--- config.mk ---
export PLATFORM = sky130hd
export DESIGN_NAME = elevator_ctrl_flat
export DESIGN_NICKNAME = d
export VERILOG_FILES = /design/src/rtl/elevator_ctrl_if.sv /design/src/rtl/elevator_ctrl.sv /design/src/flat_wrapper.sv
export SDC_FILE = /design/constraint.sdc
export NUM_CORES = 1
export LEC_CHECK = 0
export BUFFER_PORTS_ARGS = -buffer_cell sky130_fd_sc_hd__buf_2
export CELL_PAD_IN_SITES_DETAIL_PLACEMENT = 0
export CELL_PAD_IN_SITES_GLOBAL_PLACEMENT = 1
export CORE_MARGIN = 2
export CORE_UTILIZATION = 42
export DETAILED_ROUTE_END_ITERATION = 8
export GPL_TIMING_DRIVEN = 0
export PLACE_DENSITY = 0.78
export SLEW_MARGIN = 20
export SYNTH_ARGS = -nofsm -noshare
export SYNTH_HDL_FRONTEND = slang
export SYNTH_SLANG_ARGS = --single-unit
export TNS_END_PERCENT = 30
--- constraint.sdc ---
create_clock -name clock -period 5.45 [get_ports clock]
set_input_delay 0 -clock clock [delete_from_list [all_inputs] [get_ports clock]]
set_output_delay 0 -clock clock [all_outputs]
set_load 0.02 [all_outputs]
--- src/rtl/elevator_ctrl_if.sv ---
// Request/clear bundle between the button latch block (buttons_res) and the
// car-motion controller. Hall up calls exist on floors 0..W-2, hall down
// calls on floors 1..W-1.
interface elevator_ctrl_if #(
   parameter int unsigned BUTTONS_WIDTH = 8
);
   logic [BUTTONS_WIDTH-1:0] active_in_levels;
   logic [BUTTONS_WIDTH-2:0] active_out_up_levels;
   logic [BUTTONS_WIDTH-1:1] active_out_down_levels;
   logic [BUTTONS_WIDTH-1:0] inactivate_in_levels;
   logic [BUTTONS_WIDTH-2:0] inactivate_out_up_levels;
   logic [BUTTONS_WIDTH-1:1] inactivate_out_down_levels;

   // Controller side: reads latched requests, issues clear pulses.
   modport master (
      input  active_in_levels,
      input  active_out_up_levels,
      input  active_out_down_levels,
      output inactivate_in_levels,
      output inactivate_out_up_levels,
      output inactivate_out_down_levels
   );

   // Button latch side: presents requests, consumes clear pulses.
   modport slave (
      output active_in_levels,
      output active_out_up_levels,
      output active_out_down_levels,
      input  inactivate_in_levels,
      input  inactivate_out_up_levels,
      input  inactivate_out_down_levels
   );
endinterface

--- src/rtl/elevator_ctrl.sv ---
// SCAN (collective) car-motion controller. Moves one floor every FLOOR_TICKS
// cycles, holds the door for DOOR_TICKS cycles, and clears served requests
// with single-cycle pulses back to the button latch block.
module elevator_ctrl #(
   parameter int unsigned BUTTONS_WIDTH = 8,
   parameter int unsigned FLOOR_BITS    = 3,
   parameter int unsigned FLOOR_TICKS   = 16,
   parameter int unsigned DOOR_TICKS    = 8
) (
   input  logic                  clock,
   input  logic                  reset,
   elevator_ctrl_if.master       buttons,
   output logic [FLOOR_BITS-1:0] current_floor,
   output logic                  direction_up,
   output logic                  moving,
   output logic                  door_open
);
   localparam int unsigned W    = BUTTONS_WIDTH;
   localparam int unsigned TMAX = (FLOOR_TICKS > DOOR_TICKS) ? FLOOR_TICKS : DOOR_TICKS;
   localparam int unsigned CW   = $clog2(TMAX);

   typedef enum logic [1:0] {IDLE, MOVE_UP, MOVE_DOWN, DOOR_OPEN} state_t;

   state_t                state, state_nxt;
   logic [CW-1:0]         tick, tick_nxt;
   logic [FLOOR_BITS-1:0] floor_nxt, arr_floor, door_f;
   logic                  dir_nxt, moving_nxt, door_nxt;
   logic [W-1:0]          clr_in_q, clr_in_nxt, oh, req;
   logic [W-2:0]          clr_up_q, clr_up_nxt;
   logic [W-1:1]          clr_dn_q, clr_dn_nxt;
   logic                  pend, fwd_cur, back_cur, stop_here;
   logic                  floor_end, door_end, rearm;

   // Any request strictly above (up=1) or strictly below (up=0) floor f.
   function automatic logic any_beyond(input logic [W-1:0] r,
                                       input logic [FLOOR_BITS-1:0] f,
                                       input logic up);
      logic hit;
      hit = 1'b0;
      for (int unsigned i = 0; i < W; i++) begin
         if (up ? (i > 32'(f)) : (i < 32'(f))) hit = hit | r[i];
      end
      return hit;
   endfunction

   // Hall call at floor f whose direction matches the sweep.
   function automatic logic hall_match(input logic [FLOOR_BITS-1:0] f, input logic up);
      logic [W-1:0] up_ext, dn_ext;
      up_ext = {1'b0, buttons.active_out_up_levels};
      dn_ext = {buttons.active_out_down_levels, 1'b0};
      return up ? up_ext[f] : dn_ext[f];
   endfunction

   // Request decode shared by the next-state and output logic.
   always_comb begin
      req = buttons.active_in_levels
          | {1'b0, buttons.active_out_up_levels}
          | {buttons.active_out_down_levels, 1'b0};
      pend      = |req;
      fwd_cur   = any_beyond(req, current_floor, direction_up);
      back_cur  = any_beyond(req, current_floor, ~direction_up);
      arr_floor = (state == MOVE_DOWN) ? current_floor - FLOOR_BITS'(1)
                                       : current_floor + FLOOR_BITS'(1);
      stop_here = buttons.active_in_levels[arr_floor] | hall_match(arr_floor, direction_up)
                | ~any_beyond(req, arr_floor, direction_up);
      floor_end = (tick == CW'(FLOOR_TICKS - 1));
      door_end  = (tick == CW'(DOOR_TICKS - 1));
      // Re-arm only once the previous clear pulse is gone, otherwise the
      // still-latched request would extend every door cycle.
      rearm     = (state == DOOR_OPEN)
                & ~(|clr_in_q | |clr_up_q | |clr_dn_q)
                & (buttons.active_in_levels[current_floor] | hall_match(current_floor, direction_up));
   end

   // State and all registered outputs.
   always_ff @(posedge clock or posedge reset) begin
      if (reset) begin
         state         <= IDLE;
         tick          <= '0;
         current_floor <= '0;
         direction_up  <= 1'b1;
         moving        <= 1'b0;
         door_open     <= 1'b0;
         clr_in_q      <= '0;
         clr_up_q      <= '0;
         clr_dn_q      <= '0;
      end else begin
         state         <= state_nxt;
         tick          <= tick_nxt;
         current_floor <= floor_nxt;
         direction_up  <= dir_nxt;
         moving        <= moving_nxt;
         door_open     <= door_nxt;
         clr_in_q      <= clr_in_nxt;
         clr_up_q      <= clr_up_nxt;
         clr_dn_q      <= clr_dn_nxt;
      end
   end

   // SCAN next-state selection.
   always_comb begin
      state_nxt = state;
      case (state)
         IDLE: begin
            if (req[current_floor]) state_nxt = DOOR_OPEN;
            else if (fwd_cur)       state_nxt = direction_up ? MOVE_UP : MOVE_DOWN;
            else if (back_cur)      state_nxt = direction_up ? MOVE_DOWN : MOVE_UP;
         end
         MOVE_UP, MOVE_DOWN: begin
            if (floor_end) begin
               if (!pend)          state_nxt = IDLE;
               else if (stop_here) state_nxt = DOOR_OPEN;
            end
         end
         DOOR_OPEN: begin
            if (!rearm && door_end) begin
               if (fwd_cur)       state_nxt = direction_up ? MOVE_UP : MOVE_DOWN;
               else if (back_cur) state_nxt = direction_up ? MOVE_DOWN : MOVE_UP;
               else               state_nxt = IDLE;
            end
         end
         default: state_nxt = IDLE;
      endcase
   end

   // Next values of counter, floor, direction and clear pulses.
   always_comb begin
      floor_nxt  = current_floor;
      dir_nxt    = direction_up;
      tick_nxt   = tick + CW'(1);
      clr_in_nxt = '0;
      clr_up_nxt = '0;
      clr_dn_nxt = '0;
      door_f     = (state == MOVE_UP || state == MOVE_DOWN) ? arr_floor : current_floor;
      oh         = W'(1) << door_f;
      case (state)
         IDLE: tick_nxt = '0;
         MOVE_UP, MOVE_DOWN: begin
            if (floor_end) begin
               tick_nxt  = '0;
               floor_nxt = arr_floor;
            end
         end
         DOOR_OPEN: if (rearm || door_end) tick_nxt = '0;
         default: tick_nxt = '0;
      endcase
      if (state_nxt == MOVE_UP)   dir_nxt = 1'b1;
      if (state_nxt == MOVE_DOWN) dir_nxt = 1'b0;
      if (state != DOOR_OPEN && state_nxt == DOOR_OPEN) begin
         clr_in_nxt = oh;
         if (direction_up) clr_up_nxt = oh[W-2:0];
         else              clr_dn_nxt = oh[W-1:1];
         // End of sweep: both hall calls here are served and the sweep turns.
         if (!any_beyond(req, door_f, direction_up)) begin
            clr_up_nxt = oh[W-2:0];
            clr_dn_nxt = oh[W-1:1];
            dir_nxt    = ~direction_up;
         end
      end else if (rearm) begin
         clr_in_nxt = oh;
         if (direction_up) clr_up_nxt = oh[W-2:0];
         else              clr_dn_nxt = oh[W-1:1];
      end
      moving_nxt = (state_nxt == MOVE_UP) || (state_nxt == MOVE_DOWN);
      door_nxt   = (state_nxt == DOOR_OPEN);
   end

   assign buttons.inactivate_in_levels       = clr_in_q;
   assign buttons.inactivate_out_up_levels   = clr_up_q;
   assign buttons.inactivate_out_down_levels = clr_dn_q;
endmodule

--- src/flat_wrapper.sv ---
// flat-port wrapper written by rule: the top's interface ports become plain ports
module elevator_ctrl_flat 
#(
   parameter int unsigned BUTTONS_WIDTH = 8,
   parameter int unsigned FLOOR_BITS    = 3,
   parameter int unsigned FLOOR_TICKS   = 16,
   parameter int unsigned DOOR_TICKS    = 8
)
  (clock, reset, current_floor, direction_up, moving, door_open, buttons_active_in_levels, buttons_active_out_up_levels, buttons_active_out_down_levels, buttons_inactivate_in_levels, buttons_inactivate_out_up_levels, buttons_inactivate_out_down_levels);
  elevator_ctrl_if #(.BUTTONS_WIDTH(BUTTONS_WIDTH)) buttons_i ();
  input  logic clock;
  input  logic reset;
  output logic [FLOOR_BITS-1:0] current_floor;
  output logic direction_up;
  output logic moving;
  output logic door_open;
  input wire logic [$bits(buttons_i.active_in_levels)-1:0] buttons_active_in_levels;
  input wire logic [$bits(buttons_i.active_out_up_levels)-1:0] buttons_active_out_up_levels;
  input wire logic [$bits(buttons_i.active_out_down_levels)-1:0] buttons_active_out_down_levels;
  output wire logic [$bits(buttons_i.inactivate_in_levels)-1:0] buttons_inactivate_in_levels;
  output wire logic [$bits(buttons_i.inactivate_out_up_levels)-1:0] buttons_inactivate_out_up_levels;
  output wire logic [$bits(buttons_i.inactivate_out_down_levels)-1:0] buttons_inactivate_out_down_levels;
  assign buttons_i.active_in_levels = buttons_active_in_levels;
  assign buttons_i.active_out_up_levels = buttons_active_out_up_levels;
  assign buttons_i.active_out_down_levels = buttons_active_out_down_levels;
  assign buttons_inactivate_in_levels = buttons_i.inactivate_in_levels;
  assign buttons_inactivate_out_up_levels = buttons_i.inactivate_out_up_levels;
  assign buttons_inactivate_out_down_levels = buttons_i.inactivate_out_down_levels;
  elevator_ctrl #(.BUTTONS_WIDTH(BUTTONS_WIDTH), .FLOOR_BITS(FLOOR_BITS), .FLOOR_TICKS(FLOOR_TICKS), .DOOR_TICKS(DOOR_TICKS)) u_core (.clock(clock), .reset(reset), .buttons(buttons_i), .current_floor(current_floor), .direction_up(direction_up), .moving(moving), .door_open(door_open));
endmodule
==> impl_metrics.toml, run 1 <==
[critical_path]
endpoint_kind = "register"
cp_slowest_stage_delay_ns = 0.52
slowest_stage = "mux4_2"
cp-start-kind = "register"
worstReg2RegEnd = "u_core.buttons.inactivate_out_down_levels[3]"
reg2regPathDepth = 18
crit_buf_inv = 4
reg2reg_from = "u_core.current_floor[0]"
cp_cell_sequence = "buf_4 > buf_4 > inv_2 > ha_1 > xor2_1 > a21o_1 > buf_2 > mux4_2 > mux2i_1 > o31ai_1 > a21oi_1 > nor2_1 > o32a_1 > ha_1 > a21boi_2 > nor2_1 > a21oi_2 > nor3_1"
worst_ep_arrival_time_ns = 5.03
crit_fanout = 12
crit_type = "register to register"
cp_top_family = "compound AO/OA/AOI/OAI gates"
cp.required_ns = 5.59
ff2ff_setup_slack_ns = 0.56

[detailed_routing]
drt_iter0_drc = 242
antenna_left = 0
drc = 0
wire_per_inst_um = 19.35
via_count = 2990
wl_mm = 9.077
drt_pass1_iterations = 5
vias_per_cell = 6.375

[run]
maxCapViolations = 0

[clock_tree]
clkTransAtPathRegs_ns = 0.07
cts_tree = "yes"
cts_htree_levels = 2
cts-root-buf = "clkbuf_8"
clock_sinks = 34
clock_path_buffers = 2
cts_buffers = 5
insertion_delay_ns = 0.28

[synthesis]
synth_top_cells_by_count = "dfrtp_1, nor2_1, a21oi_1"
synth-seq-area-share_pct = 29.78
synth_cell_type_count = 64
synthArstFlopShare_pct = 100.0
yosysWarningCount = 0
syn_area_per_cell_sq_um = 8.671
syn_inst = 330
yosysTopAreaCell = "dfrtp_1"
syn-num-nets = 367
synth_seq_cells = 34
yosysTopAreaCellShare_pct = 28.86
synth_edf_count = 0
synth_area_leaders = "dfrtp_1, mux4_2, ha_1"
synth_top_flop_cell = "dfrtp_1"
syn_area_sq_um = 2861

[place]
dpl.hpwl_mm = 6.902
dpl_worst_slack_ns = -0.1635
portBuffers = 51
gp_congestion = 0.9536
placed_cells = 461

[layout]
antenna_cells = 0
multi_input_area_sq_um = 1853
final_cells = 469
layout-drive-gt1-share_pct = 24.68
utilization_pct = 49.68
nets = 425
synthToLayoutAreaGrowth_pct = 16.00
seqCellArea_sq_um = 852.1
fill_cells = 661

[floorplanning]
dieArea_sq_um = 7489
start_util_pct = 42.83
die_w_um = 86.54
rows = 30
io_pins = 52
core_region_area_sq_um = 6681
fp.dieH_um = 86.54

[timing]
worst_pin_slew_ns = 0.8400
fin_crit_ns = 4.886
setup_viol = 0
finalMaxSlewViolations = 0
max_slew_margin_pct = 43.57
max_clock_freq_mhz = 204.7
period_share_pct = 89.66
rsz0062_at_grt = "no"
hold_viol_final = 0
fin_worst_skew_ns = 0.006133
timing.final.ws_setup_ns = 0.5637
final.setup.tns_ns = 0

[pwr]
irDropWorstVdd_mv = 0.1631
powerDensity_nw_per_um2 = 490.9
p_leak_nw = 1.450

[grt]
first_global_vias = 2778
antenna_found_initial = 0
track_usage_pct = 24.72
grt_max_degree = 35
overflow = 0
grt_pass1_wl_mm = 14.38

[min_path]
hold_class = "input port to async pin"

[status]
outcome = "finished clean"
-- placed cells by master, fill, tap and decap left out, types with 3 or more instances in the layout --
cell	count
a211oi_1	6
xnor2_1	3
inv_1	12
ha_1	13
o32ai_1	3
dfrtp_1	33
nand3_1	16
o211ai_1	3
nand4_1	3
nor2_1	33
a31oi_1	5
o21ai_0	21
clkbuf_8	6
nor2b_1	4
o31ai_1	3
clkbuf_1	4
buf_4	5
nand2_1	12
mux2i_1	8
a311oi_1	3
mux4_2	8
nor4_1	6
or3_1	6
buf_1	3
buf_2	59
a21oi_1	27
nor3_1	26
nand3b_1	3
-- where the power goes --
group	internal, mW	switching, mW	leakage [nW]	total, mW
sequential	0.315	0.0306	0.460	0.346
clock	0.102	0.0877	0.0482	0.190
combinational	0.385	0.709	0.942	1.09
total	0.802	0.827	1.45	1.63
-- through the flow --
| stage | area [sq um] | hold WS [ns] | power, mW |
|---|---|---|---|
| after floorplan | 2861 | 0.1409 | 1.141 |
| after global placement | 3217 | 0.3609 | 1.418 |
| after detailed placement | 3217 | 0.1378 | 1.427 |
| after CTS | 3322 | 0.3625 | 1.625 |
| after global routing | 3319 | 0.3958 | 1.744 |
| final | 3319 | 0.3645 | 1.629 |
-- metal layers --
metal	vias up	part of all wire [%]	track usage, %
met2	180	47	41.82
met1	1401	42	32.10
met5	-	0	0
li1	1382	-	-
met4	0	2.8	9.517
met3	27	8.4	3.238
-- worst register-to-register path, stage by stage (launching register included) --
cell and delay (ns):
dfrtp_1 0.42, buf_4 0.20, buf_4 0.19, inv_2 0.24, ha_1 0.26, xor2_1 0.30, a21o_1 0.17, buf_2 0.24
mux4_2 0.52, mux2i_1 0.19, o31ai_1 0.11, a21oi_1 0.25, nor2_1 0.09, o32a_1 0.40, ha_1 0.28, a21boi_2 0.40
nor2_1 0.12, a21oi_2 0.28, nor3_1 0.09
-- worst max-delay path by stage --
stage	endpoint	slack, ns	startpoint	cells past startpoint
after floorplan	u_core.buttons.inactivate_out_down_levels[1]	1.03	u_core.current_floor[1]	17
after global placement	u_core.buttons.inactivate_out_down_levels[3]	-0.12	u_core.current_floor[1]	17
after detailed placement	u_core.buttons.inactivate_out_down_levels[3]	-0.16	u_core.current_floor[1]	17
after CTS	u_core.buttons.inactivate_out_down_levels[3]	0.04	u_core.current_floor[1]	17
after global routing	u_core.buttons.inactivate_out_up_levels[1]	0.27	u_core.current_floor[0]	18
final	u_core.buttons.inactivate_out_down_levels[3]	0.56	u_core.current_floor[0]	18
-- kinds of logic (layout without fill, tap and decap cells) --
kind of cell | Yosys count | after routing | synth area share, %
mux | 16 | 16 | 9.095
buf+inv | 35 | 94 | 5.597
xor+xnor | 6 | 6 | 2.493
fa+ha+maj | 13 | 13 | 5.684
flops | 34 | 34 | 29.78
simple gates | 124 | 124 | 22.34
compound gates | 102 | 102 | 25.01
-- layout make-up --
class	instances	share of cell area, %
Clock inverter	1	0.1508
Timing Repair Buffer	52	7.991
Inverter	14	1.583
Buffer	20	3.166
Sequential cell	34	25.67
Multi-Input combinational cell	261	55.82
Tap cell	80	3.015
Clock buffer	7	2.601
-- sequential cells by signal, indices dropped and copies added (netlist names) --
register and flops:
u_core.buttons.inactivate_in_levels 8, u_core.buttons.inactivate_out_down_levels 7, u_core.buttons.inactivate_out_up_levels 7, u_core.current_floor 3
u_core.direction_up 1, u_core.door_open 1, u_core.moving 1, u_core.state 2
u_core.tick 4
-- repair_timing --
action                                  in CTS  in global routing
gates cloned                                 0                  0
resized for setup                            1                  2
hold buffers                                 1                  0
buffers inserted                             0                  0
pin swaps                                    0                  0
endpoints found under the hold margin       33                  0
endpoints found under the setup margin      13                 15
Power figures use the tool's default switching activity.
==> run 2, diff against run 1 <==
--- a/config.mk
+++ b/config.mk
@@ -12,6 +12,7 @@
 export CORE_UTILIZATION = 42
 export DETAILED_ROUTE_END_ITERATION = 8
 export GPL_TIMING_DRIVEN = 0
+export MAX_ROUTING_LAYER = met4
 export PLACE_DENSITY = 0.78
 export SLEW_MARGIN = 20
 export SYNTH_ARGS = -nofsm -noshare
==> run 2 against run 1 <==
Against the previous run:
- worst setup slack better by 0.0098 ns
- fmax is 0.20% higher
- power is 0.58% higher
- combinational power hardly changed
- non-clock buffer count stayed put
- sequential share of layout area stayed put
- critical path depth stayed put
- utilization stayed put
- register-to-register slack hardly changed
- via count is 1.3% lower
- critical path type unchanged
==> impl_metrics.toml, run 2 (synthesis gave the netlist of run 1 again) <==
[layout]
fill_cells = 672
final_cells = 469
multi_input_area_sq_um = 1853
final_cell_mix = "buf_2, nor2_1, dfrtp_1"
layout-drive-gt1-share_pct = 24.68
largest_reg_flops = 8
nets = 425
synthToLayoutAreaGrowth_pct = 16.00
antenna_cells = 0
seqCellArea_sq_um = 852.1
utilization_pct = 49.68
final_common_cell = "buf_2"

[grt]
grtUsageMet3_pct = 3.048
use_met2_pct = 42.52
overflow = 0
antenna_found_initial = 0
first_global_vias = 2796
grt_max_degree = 35
grt_pass1_wl_mm = 14.39
track_usage_pct = 25.57
use_met1_pct = 32.29
grt_busiest_layer = "met2"

[detailed_routing]
drc = 0
wl_mm = 9.118
antenna_left = 0
drt_pass1_iterations = 5
wire_per_inst_um = 19.44
vias_per_cell = 6.294
via_count = 2952
drt_iter0_drc = 173

[critical_path]
endpoint_kind = "register"
crit_fanout = 12
crit_buf_inv = 4
cp_cell_sequence = "buf_4 > buf_4 > inv_2 > ha_1 > xor2_1 > a21o_1 > buf_2 > mux4_2 > mux2i_1 > o31ai_1 > a21oi_1 > nor2_1 > o32a_1 > ha_1 > a21boi_2 > nor2_1 > a21oi_2 > nor3_1"
worst_ep_arrival_time_ns = 5.01
cp_top_family = "compound AO/OA/AOI/OAI gates"
slowest_stage = "mux4_2"
cp-start-kind = "register"
cp_slowest_stage_delay_ns = 0.52
crit_type = "register to register"
cp.required_ns = 5.58

[timing]
max_slew_margin_pct = 46.46
finalMaxSlewViolations = 0
worst_pin_slew_ns = 0.7969
fin_worst_skew_ns = 0.007792
period_share_pct = 89.48
rsz0062_at_grt = "no"
whs_ns = 0.3609
hold_viol_final = 0
setup_viol = 0
max_clock_freq_mhz = 205.1
fin_crit_ns = 4.877
final.setup.tns_ns = 0

[pwr]
powerDensity_nw_per_um2 = 493.7
power_frac_clock_pct = 11.4
net-switching-power_uw = 835.5
p_total_mw = 1.639
power_frac_comb_pct = 67.4
irDropWorstVdd_mv = 0.1585
power_frac_seq_pct = 21.1
switching_share_pct = 50.98
p_leak_nw = 1.450
intPower_uw = 803.4

[clock_tree]
insertion_delay_ns = 0.29
clkTransAtPathRegs_ns = 0.07
cts_tree = "yes"
clock_sinks = 34
cts_buffers = 5
clock_path_buffers = 2
cts-root-buf = "clkbuf_8"
post-cts-setup-buffer-count = 0
cts_htree_levels = 2

[status]
outcome = "finished clean"

[place]
dpl.hpwl_mm = 6.992
placed_cells = 461
gp_congestion = 0.9693
portBuffers = 51

[floorplanning]
die_w_um = 86.54
dieArea_sq_um = 7489
core_region_area_sq_um = 6681
rows = 30
io_pins = 52
fp.dieH_um = 86.54
start_util_pct = 42.83

[min_path]
hold_class = "input port to async pin"

[run]
maxCapViolations = 0
run 2: cell counts in the layout (fill, tap and decap cells not counted):
Identical to the previous run, type by type.
run 2: power by group through the flow:
stage / Combinational [mW] / Sequential [mW] / Clock [mW]
after detailed placement: 1.08 / 0.352 / 0
after global placement: 1.07 / 0.349 / 0
final: 1.11 / 0.347 / 0.187
after floorplan: 0.742 / 0.399 / 0
after global routing: 1.20 / 0.352 / 0.203
after CTS: 1.09 / 0.347 / 0.191
run 2: through the flow:
step	cell area (sq um)	worst slack, ns
2_1_floorplan	2861	1.031
3_3_place_gp	3217	-0.1370
4_1_cts	3322	0.08307
5_1_grt	3319	0.2853
6_report	3319	0.5735
3_5_place_dp	3217	-0.1066
run 2: per-layer routing:
layer | vias up | share of wire (%)
met5 | - | 0
met4 | 0 | 2.2
met3 | 23 | 6.4
met2 | 150 | 47
met1 | 1402 | 44
li1 | 1377 | -
run 2: final cells by class:
| cell class | count | area share (%) |
|---|---|---|
| Buffer | 20 | 3.166 |
| Clock buffer | 7 | 2.601 |
| Clock inverter | 1 | 0.1508 |
| Inverter | 14 | 1.583 |
| Multi-Input combinational cell | 261 | 55.82 |
| Sequential cell | 34 | 25.67 |
| Tap cell | 80 | 3.015 |
| Timing Repair Buffer | 52 | 7.991 |
run 2: worst paths after layout:
check	startpoint	end	slack, ns	depth (start not counted)
setup / recovery	u_core.current_floor[0]	u_core.buttons.inactivate_out_down_levels[1]	0.57	18
hold / removal	reset	u_core.moving	0.36	3
setup reg to reg	u_core.current_floor[0]	u_core.buttons.inactivate_out_down_levels[1]	0.57	18
hold reg to reg	u_core.tick[0]	u_core.tick[0]	0.47	1
max in group asynchronous	reset	u_core.buttons.inactivate_in_levels[7]	4.65	3
min in group clock	buttons_active_out_up_levels[5]	u_core.direction_up	0.38	5
run 2: worst reg2reg max path, cell delays in order (launching register included):
cell	delay (ns)
dfrtp_1	0.42
buf_4	0.20
buf_4	0.19
inv_2	0.23
ha_1	0.25
xor2_1	0.29
a21o_1	0.16
buf_2	0.24
mux4_2	0.53
mux2i_1	0.20
o31ai_1	0.12
a21oi_1	0.24
nor2_1	0.09
o32a_1	0.40
ha_1	0.27
a21boi_2	0.41
nor2_1	0.12
a21oi_2	0.29
nor3_1	0.08
run 2: what timing repair did:
action                                  in CTS  in global routing
endpoints found under the setup margin      13                 15
hold buffers                                 1                  0
hold endpoints to repair                    33                  0
resized for setup                            1                  2
pin swaps                                    0                  0
==> run 3, diff against run 2 <==
--- a/config.mk
+++ b/config.mk
@@ -10,6 +10,7 @@
 export CELL_PAD_IN_SITES_GLOBAL_PLACEMENT = 1
 export CORE_MARGIN = 2
 export CORE_UTILIZATION = 42
+export CTS_BUF_LIST = sky130_fd_sc_hd__clkbuf_4 sky130_fd_sc_hd__clkbuf_8 sky130_fd_sc_hd__clkbuf_16
 export DETAILED_ROUTE_END_ITERATION = 8
 export GPL_TIMING_DRIVEN = 0
 export MAX_ROUTING_LAYER = met4
==> run 3 against run 2 <==
Against the previous run:
- power up 0.18%
- utilization grew 0.056 points
- design area grew 0.11%
- register-to-register slack is essentially flat
- global-route usage unchanged
- critical path depth did not move
- flip-flop and latch count unchanged
- worst hold slack about the same
- highest routed layer unchanged
==> impl_metrics.toml, run 3 (synthesis gave the netlist of run 1 again) <==
[status]
outcome = "finished clean"

[pwr]
irDropWorstVdd_mv = 0.1584
powerDensity_nw_per_um2 = 494.1
p_leak_nw = 1.453

[timing]
hold_viol_final = 0
rsz0062_at_grt = "no"
fin_crit_ns = 4.867
final.setup.tns_ns = 0
finalMaxSlewViolations = 0
max_slew_margin_pct = 45.38
max_clock_freq_mhz = 205.5
setup_viol = 0
worst_pin_slew_ns = 0.8130
whs_ns = 0.3608
timing.final.ws_setup_ns = 0.5832
fin_worst_skew_ns = 0.007794
period_share_pct = 89.30

[grt]
grt_pass1_wl_mm = 14.39
first_global_vias = 2796
overflow = 0
grt_max_degree = 35
antenna_found_initial = 0
track_usage_pct = 25.57

[clock_tree]
cts_htree_levels = 2
clock_path_buffers = 2
cts_tree = "yes"
clkTransAtPathRegs_ns = 0.07
cts_buffers = 5
clock_sinks = 34
cts-root-buf = "clkbuf_8"
post-cts-setup-buffer-count = 0
insertion_delay_ns = 0.29

[layout]
final_cell_mix = "buf_2, nor2_1, dfrtp_1"
largest_reg_flops = 8
nets = 425
antenna_cells = 0
final_cells = 469
layout-drive-gt1-share_pct = 24.94
synthToLayoutAreaGrowth_pct = 16.13
final_common_cell = "buf_2"
design_area_sq_um = 3323

[place]
placed_area_sq_um = 3217
dpl.hpwl_mm = 6.992
placed_cells = 461
dpl_worst_slack_ns = -0.1066
portBuffers = 51
gp_congestion = 0.9693

[floorplanning]
die_w_um = 86.54
start_util_pct = 42.83
rows = 30
core_region_area_sq_um = 6681
dieArea_sq_um = 7489
io_pins = 52
fp.dieH_um = 86.54

[critical_path]
crit_fanout = 12
cp-start-kind = "register"
crit_type = "register to register"
cp.required_ns = 5.58
endpoint_kind = "register"
worst_ep_arrival_time_ns = 5.00
reg2regPathDepth = 18

[detailed_routing]
via_count = 2957
drt_pass1_iterations = 5
drc = 0
wire_per_inst_um = 19.45
antenna_left = 0
drt_iter0_drc = 173
vias_per_cell = 6.305
wl_mm = 9.121

[run]
maxCapViolations = 0

[min_path]
hold_class = "input port to async pin"
[run 3: cell types whose count changed in the layout (fill, tap and decap cells not counted)]
cell | previous run | this run
clkbuf_1 | 4 | 3
clkbuf_4 | 0 | 1
[run 3: final cells by class]
cell class	count	area [sq um]
buffer	20	105.1
sequential	34	852.1
multi-input combinational	261	1853
tap	80	100.1
clock inverter	1	5.005
clock buffer	7	90.09
fill	671	3358
timing repair buffer	52	265.3
inverter	14	52.55
[run 3: worst paths after layout]
path | startpoint | end | slack, ns
setup / recovery | u_core.current_floor[0] | u_core.buttons.inactivate_out_down_levels[1] | 0.58
hold / removal | reset | u_core.moving | 0.36
setup reg to reg | u_core.current_floor[0] | u_core.buttons.inactivate_out_down_levels[1] | 0.58
hold reg to reg | u_core.tick[0] | u_core.tick[0] | 0.47
max in group asynchronous | reset | u_core.buttons.inactivate_in_levels[7] | 4.65
min in group clock | buttons_active_out_up_levels[5] | u_core.direction_up | 0.38
[run 3: power by group]
group / internal (mW) / leakage (nW) / switching [mW] / total [mW]
sequential: 0.315 / 0.460 / 0.0313 / 0.347
clock: 0.107 / 0.0517 / 0.0854 / 0.192
combinational: 0.386 / 0.942 / 0.717 / 1.10
total: 0.808 / 1.45 / 0.833 / 1.64
[run 3: per-layer routing]
| layer | routed length (um) | GRT usage (%) | vias to the layer above |
|---|---|---|---|
| met4 | 225 | 8.807 | 0 |
| li1 | - | - | 1376 |
| met5 | 0 | - | - |
| met2 | 4316 | 42.52 | 148 |
| met1 | 3951 | 32.29 | 1404 |
| met3 | 627 | 3.048 | 29 |
[run 3: through the flow]
stage	power [mW]	utilization [%]
6_report	1.642	49.74
5_1_grt	1.756	49.74
4_1_cts	1.629	49.78
3_5_place_dp	1.428	48.15
3_3_place_gp	1.422	48.15
2_1_floorplan	1.141	-
[run 3: timing repair]
item / 4_1_cts / 5_1_grt
resized for setup: 1 / 2
hold buffers: 1 / 0
endpoints found under the setup margin: 13 / 15
endpoints found under the hold margin: 33 / 0
[run 3: critical path, cell delays in order (launching register included)]
cell and delay (ns):
dfrtp_1 0.42, buf_4 0.20, buf_4 0.19, inv_2 0.23
ha_1 0.25, xor2_1 0.29, a21o_1 0.16, buf_2 0.24
mux4_2 0.52, mux2i_1 0.20, o31ai_1 0.12, a21oi_1 0.24
nor2_1 0.09, o32a_1 0.40, ha_1 0.27, a21boi_2 0.41
nor2_1 0.12, a21oi_2 0.29, nor3_1 0.08
